File: config.mk
export PLATFORM = sky130hd
export DESIGN_NAME = flag_order_ctrl_flat
export DESIGN_NICKNAME = d
export VERILOG_FILES = /design/src/rtl/flag_order_ctrl_if.sv /design/src/rtl/flag_order_ctrl.sv /design/src/flat_wrapper.sv
export SDC_FILE = /design/constraint.sdc
export NUM_CORES = 1
export LEC_CHECK = 0
export ABC_CLOCK_PERIOD_IN_PS = 2000
export CAP_MARGIN = 0
export CORE_MARGIN = 3
export CORE_UTILIZATION = 53
export DETAILED_ROUTE_END_ITERATION = 7
export PLACE_DENSITY = 0.78
export SETUP_SLACK_MARGIN = 0.02
export SLEW_MARGIN = 20
export SYNTH_ARGS = -nofsm -noshare
export SYNTH_HDL_FRONTEND = slang
export SYNTH_SLANG_ARGS = --single-unit
File: constraint.sdc
create_clock -name clk -period 2 [get_ports clk]
set_clock_uncertainty 0.1 [all_clocks]
set_input_delay 0.4 -clock clk [delete_from_list [all_inputs] [get_ports clk]]
set_output_delay 0.4 -clock clk [all_outputs]
set_load 0.02 [all_outputs]
File: src/rtl/flag_order_ctrl_if.sv
// Bus between the HUD flag-order controller and its surroundings: line count,
// player/round controls in, pattern selects and animation status out.
interface flag_order_ctrl_if;
    logic [9:0] v_cnt;
    logic       p1_btn;
    logic       p2_btn;
    logic       shuffle_req;
    logic       lock;
    logic [1:0] p1_order;
    logic [1:0] p2_order;
    logic       flag_vis;
    logic       busy;
    logic       done;

    modport master (
        output v_cnt, p1_btn, p2_btn, shuffle_req, lock,
        input  p1_order, p2_order, flag_vis, busy, done
    );

    modport slave (
        input  v_cnt, p1_btn, p2_btn, shuffle_req, lock,
        output p1_order, p2_order, flag_vis, busy, done
    );
endinterface

File: src/rtl/flag_order_ctrl.sv
// Owns the P1/P2 flag-card pattern selects; steps them on button presses and runs
// the round-start shuffle animation, changing orders only on vertical-blank entry.
module flag_order_ctrl #(
    parameter int          V_ACTIVE       = 480,
    parameter int          SHUFFLE_FRAMES = 32,
    parameter int          BLINK_FRAMES   = 4,
    parameter logic [15:0] LFSR_SEED      = 16'hACE1
) (
    input logic               clk,
    input logic               rst_n,
    flag_order_ctrl_if.slave  bus
);

    localparam int FW = $clog2(SHUFFLE_FRAMES + 1);
    localparam int BW = $clog2(BLINK_FRAMES + 1);
    localparam logic [9:0]    V_ACTIVE_L = 10'(V_ACTIVE);
    localparam logic [FW-1:0] FRAME_LAST = FW'(SHUFFLE_FRAMES - 1);
    localparam logic [BW-1:0] BLINK_LAST = BW'(BLINK_FRAMES - 1);

    typedef enum logic {
        IDLE,
        SHUFFLE
    } state_e;

    state_e        state_q, state_d;
    logic          vb_q;
    logic [15:0]   lfsr_q, lfsr_d;
    logic [1:0]    p1_q, p1_d;
    logic [1:0]    p2_q, p2_d;
    logic          pend1_q, pend1_d;
    logic          pend2_q, pend2_d;
    logic          vis_q, vis_d;
    logic          busy_q, busy_d;
    logic          done_q, done_d;
    logic [FW-1:0] frame_q, frame_d;
    logic [BW-1:0] blink_q, blink_d;

    logic vblank;
    logic vb_edge;
    logic press1;
    logic press2;

    assign vblank  = (bus.v_cnt >= V_ACTIVE_L);
    assign vb_edge = vblank & ~vb_q;
    assign press1  = bus.p1_btn & ~bus.lock;
    assign press2  = bus.p2_btn & ~bus.lock;

    always_ff @(posedge clk or negedge rst_n) begin
        if (!rst_n) begin
            state_q <= IDLE;
            vb_q    <= 1'b1;
            lfsr_q  <= LFSR_SEED;
            p1_q    <= 2'd0;
            p2_q    <= 2'd0;
            pend1_q <= 1'b0;
            pend2_q <= 1'b0;
            vis_q   <= 1'b1;
            busy_q  <= 1'b0;
            done_q  <= 1'b0;
            frame_q <= '0;
            blink_q <= '0;
        end else begin
            state_q <= state_d;
            vb_q    <= vblank;
            lfsr_q  <= lfsr_d;
            p1_q    <= p1_d;
            p2_q    <= p2_d;
            pend1_q <= pend1_d;
            pend2_q <= pend2_d;
            vis_q   <= vis_d;
            busy_q  <= busy_d;
            done_q  <= done_d;
            frame_q <= frame_d;
            blink_q <= blink_d;
        end
    end

    always_comb begin
        state_d = state_q;
        lfsr_d  = {lfsr_q[14:0], lfsr_q[15] ^ lfsr_q[13] ^ lfsr_q[12] ^ lfsr_q[10]};
        p1_d    = p1_q;
        p2_d    = p2_q;
        pend1_d = pend1_q;
        pend2_d = pend2_q;
        vis_d   = vis_q;
        busy_d  = busy_q;
        done_d  = 1'b0;
        frame_d = frame_q;
        blink_d = blink_q;

        case (state_q)
            IDLE: begin
                // A shuffle start discards any queued or same-cycle presses.
                if (bus.shuffle_req && !bus.lock) begin
                    state_d = SHUFFLE;
                    pend1_d = 1'b0;
                    pend2_d = 1'b0;
                    frame_d = '0;
                    blink_d = '0;
                    busy_d  = 1'b1;
                end else if (vb_edge) begin
                    if (pend1_q || press1) p1_d = p1_q + 2'd1;
                    if (pend2_q || press2) p2_d = p2_q + 2'd1;
                    pend1_d = 1'b0;
                    pend2_d = 1'b0;
                end else begin
                    pend1_d = pend1_q | press1;
                    pend2_d = pend2_q | press2;
                end
            end

            SHUFFLE: begin
                if (vb_edge) begin
                    p1_d = lfsr_q[1:0];
                    p2_d = lfsr_q[3:2];
                    if (frame_q == FRAME_LAST) begin
                        state_d = IDLE;
                        vis_d   = 1'b1;
                        busy_d  = 1'b0;
                        done_d  = 1'b1;
                    end else begin
                        frame_d = frame_q + FW'(1);
                        if (blink_q == BLINK_LAST) begin
                            blink_d = '0;
                            vis_d   = ~vis_q;
                        end else begin
                            blink_d = blink_q + BW'(1);
                        end
                    end
                end
            end

            default: state_d = IDLE;
        endcase
    end

    assign bus.p1_order = p1_q;
    assign bus.p2_order = p2_q;
    assign bus.flag_vis = vis_q;
    assign bus.busy     = busy_q;
    assign bus.done     = done_q;

endmodule

File: src/flat_wrapper.sv
// flat-port wrapper written by rule: the top's interface ports become plain ports
module flag_order_ctrl_flat 
#(
    parameter int          V_ACTIVE       = 480,
    parameter int          SHUFFLE_FRAMES = 32,
    parameter int          BLINK_FRAMES   = 4,
    parameter logic [15:0] LFSR_SEED      = 16'hACE1
)
  (clk, rst_n, bus_v_cnt, bus_p1_btn, bus_p2_btn, bus_shuffle_req, bus_lock, bus_p1_order, bus_p2_order, bus_flag_vis, bus_busy, bus_done);
  flag_order_ctrl_if bus_i ();
  input logic clk;
  input logic rst_n;
  input wire logic [$bits(bus_i.v_cnt)-1:0] bus_v_cnt;
  input wire logic [$bits(bus_i.p1_btn)-1:0] bus_p1_btn;
  input wire logic [$bits(bus_i.p2_btn)-1:0] bus_p2_btn;
  input wire logic [$bits(bus_i.shuffle_req)-1:0] bus_shuffle_req;
  input wire logic [$bits(bus_i.lock)-1:0] bus_lock;
  output wire logic [$bits(bus_i.p1_order)-1:0] bus_p1_order;
  output wire logic [$bits(bus_i.p2_order)-1:0] bus_p2_order;
  output wire logic [$bits(bus_i.flag_vis)-1:0] bus_flag_vis;
  output wire logic [$bits(bus_i.busy)-1:0] bus_busy;
  output wire logic [$bits(bus_i.done)-1:0] bus_done;
  assign bus_i.v_cnt = bus_v_cnt;
  assign bus_i.p1_btn = bus_p1_btn;
  assign bus_i.p2_btn = bus_p2_btn;
  assign bus_i.shuffle_req = bus_shuffle_req;
  assign bus_i.lock = bus_lock;
  assign bus_p1_order = bus_i.p1_order;
  assign bus_p2_order = bus_i.p2_order;
  assign bus_flag_vis = bus_i.flag_vis;
  assign bus_busy = bus_i.busy;
  assign bus_done = bus_i.done;
  flag_order_ctrl #(.V_ACTIVE(V_ACTIVE), .SHUFFLE_FRAMES(SHUFFLE_FRAMES), .BLINK_FRAMES(BLINK_FRAMES), .LFSR_SEED(LFSR_SEED)) u_core (.clk(clk), .rst_n(rst_n), .bus(bus_i));
endmodule
==> impl_metrics.toml <==
[clocking]
clk_latency_ns = 0.34
cts.sinks = 36
cts_tree = "yes"
cts_root_buffer = "clkbuf_4"
cts_buffers = 5
clk_pin_slew_ns = 0.11
clockBufferDepth = 2
htree_num_levels = 2
cts_resized = 1
hold_buffers = 0
post_cts_buffers = 0

[timing]
tns_ns = 0
maxClockFrequency_mhz = 538.3
min_period_ns = 1.858
relSlewSlack_pct = 70.69
finalHoldViolCount = 0
worstMarginPinSlew_ns = 0.4396
fin_crit_sh_pct = 92.89
drv_slew = 0
setup-violations-final = 0
rsz0062_at_grt = "false"

[placed_design]
gp_routability_congestion = 0.7698
dpl_cell_area_um2 = 1805
place_hpwl_um = 2123
port_buffers = 17

[synth]
synth_edf_count = 0
yosys.cell_types.count = 39
yosysMostFrequentCell = "dfrtp_1"
syn-num-nets = 152
synth.top_cells.by_count = "26 x dfrtp_1, 10 x dfstp_2"
synth.area.top_cells = "dfrtp_1 41%, dfstp_2 16%, a21oi_1 2.2%"
yosysTopAreaCell = "dfrtp_1"
synthFlopType = "dfrtp_1"
ys_seq_area_share_pct = 57.34
netlist_area_um2 = 1593
synthArstFlopShare_pct = 100.0
synth_area_per_cell_um2 = 11.89
ys_warn_count = 0
synthCells = 134
yosys.area.top_type_share_pct = 40.85
ys_seq_elements = 36

[setup_path]
worstPathArrival_ns = 1.36
crit_family = "buffers and inverters"
crit_path_max_fanout = 3
startpoint_type = "flop"
max_stage_delay_ns = 0.62
critPathRequiredTime_ns = 1.50
cp_num_buf_inv = 1
r2r-end = "u_core.frame_q[2]"
path_cells = "clkdlybuf4s50_1"
crit_type = "reg2out"
end_kind = "primary output"
reg2reg_setup_slack_ns = 0.23
cpMaxStageDelayCell = "clkdlybuf4s50_1"
r2r_cells = 5
timing.rr.start = "u_core.frame_q[1]"

[routing]
routed_via_density = 6.090
drtIter0Drc = 72
drt-wirelength-per-cell_um = 16.25
drcViolationCount = 0
vias = 1151
dr.pass1.iters = 4
wl_um = 3072
postRouteAntennaNets = 0

[grt]
antenna_found_initial = 0
grt_pass1_vias = 1101
grt-ovfl-total = 0
grt_usage_pct = 19.64
grt_max_degree = 37
grt_first_pass_wirelength_um = 5244

[worst_hold_path]
whs_path_depth = 0
hold_path_class = "reg2reg"
min_from = "u_core.lfsr_q[4]"
hold_end = "u_core.lfsr_q[5]"

[pwr]
combPwrFrac_pct = 26.3
clockPowerShare_pct = 24.5
vdd_ir_drop_max_v = 0.0005661
seqPwrFrac_pct = 49.2
report.power.total_uw = 2070
swShare_pct = 33.93
p_per_area_nw_per_um2 = 1096
intPower_uw = 1368
leakagePower_uw = 0.0008343
p_switching_uw = 702.3

[die]
ios = 23
start_util_pct = 56.78
design.die.area_um2 = 3699
die_width_um = 60.82
placement_rows = 19
core_um2 = 2805
die-height_um = 60.82

[cells_and_area]
area_growth_pct = 18.62
diodes = 0
drive_above_1_share_pct = 21.52
nets = 175
stdcell_area_um2 = 1889

[flow_run]
drv_cap = 0

[run_status]
status = "finished clean"
## logic make-up after synthesis
logic type	after synthesis	synth area share, %
AO/OA/AOI/OAI	38	19.01
XOR/XNOR	5	2.749
adder cells (fa/ha/maj)	2	1.571
buffers and inverters	10	2.906
flip-flops	36	57.34
multiplexers	2	1.257
AND/OR/NAND/NOR	41	15.16
## power groups by stage
stage	Clock (uW)	Sequential, uW	Combinational (uW)
finish	508	1020	545
global route	553	1040	622
CTS	520	1010	554
detailed placement	0	1030	556
global placement	0	1010	528
floorplan	0	1030	349
## metal layers
| metal | global-route usage, % | vias to the layer above | share of wire [%] | wire, um |
|---|---|---|---|---|
| met5 | 0 | - | 0 | 0 |
| met4 | 7.430 | 0 | 1.3 | 40 |
| met3 | 6.383 | 5 | 3.9 | 121 |
| met2 | 31.30 | 21 | 50 | 1534 |
| met1 | 24.97 | 583 | 45 | 1377 |
| li1 | - | 542 | - | - |
## layout by cell type (no fill, tap or decap), types with 4 or more instances in the layout
| cell | instances |
|---|---|
| nor2_1 | 7 |
| nand3_1 | 7 |
| o21ai_1 | 6 |
| dfrtp_1 | 26 |
| clkdlybuf4s50_1 | 14 |
| o21ai_0 | 5 |
| inv_1 | 4 |
| nor3_1 | 7 |
| dfstp_2 | 10 |
| a21oi_1 | 7 |
| xnor2_1 | 4 |
| nor2b_1 | 4 |
| clkbuf_4 | 5 |
## through the flow
stage	hold slack (ns)	util, %	instances	setup slack, ns
global placement	0.2379	64.36	181	0.04993
CTS	0.2640	67.17	189	0.07930
global route	0.2751	67.35	189	0.06936
finish	0.2615	67.35	189	0.1423
detailed placement	0.2459	64.36	181	0.02808
floorplan	0.004409	-	134	0.4583
## final cells by class
class / instances / area, um2
fillers: 214 / 915.9
clock buffers: 5 / 37.54
well taps: 31 / 38.79
clock inverters: 3 / 42.54
inverters: 6 / 27.53
repair buffers: 20 / 196.4
multi-input cells: 88 / 633.1
flip-flops and latches: 36 / 913.4
## state kept, by name, summed over array words and instances (netlist names)
signal	cells
u_core.lfsr_q	16
u_core.frame_q	6
u_core.blink_q	3
u_core.bus.p1_order	2
u_core.bus.p2_order	2
u_core.bus.busy	1
u_core.bus.done	1
u_core.bus.flag_vis	1
u_core.pend1_q	1
u_core.pend2_q	1
u_core.state_q	1
u_core.vb_q	1
## how the worst max path moves through the flow
stage                                start                      to  slack [ns]  cells after the start
finish              u_core.bus.p2_order[1]         bus_p2_order[1]        0.14                      1
detailed placement            bus_v_cnt[5]  u_core.bus.p2_order[0]        0.03                      6
global route             u_core.frame_q[0]       u_core.frame_q[2]        0.07                      5
CTS                 u_core.bus.p1_order[0]         bus_p1_order[0]        0.08                      1
global placement              bus_v_cnt[5]  u_core.bus.p2_order[0]        0.05                      6
floorplan                u_core.frame_q[0]       u_core.frame_q[1]        0.46                      5
(Power assumes the default switching activity.)
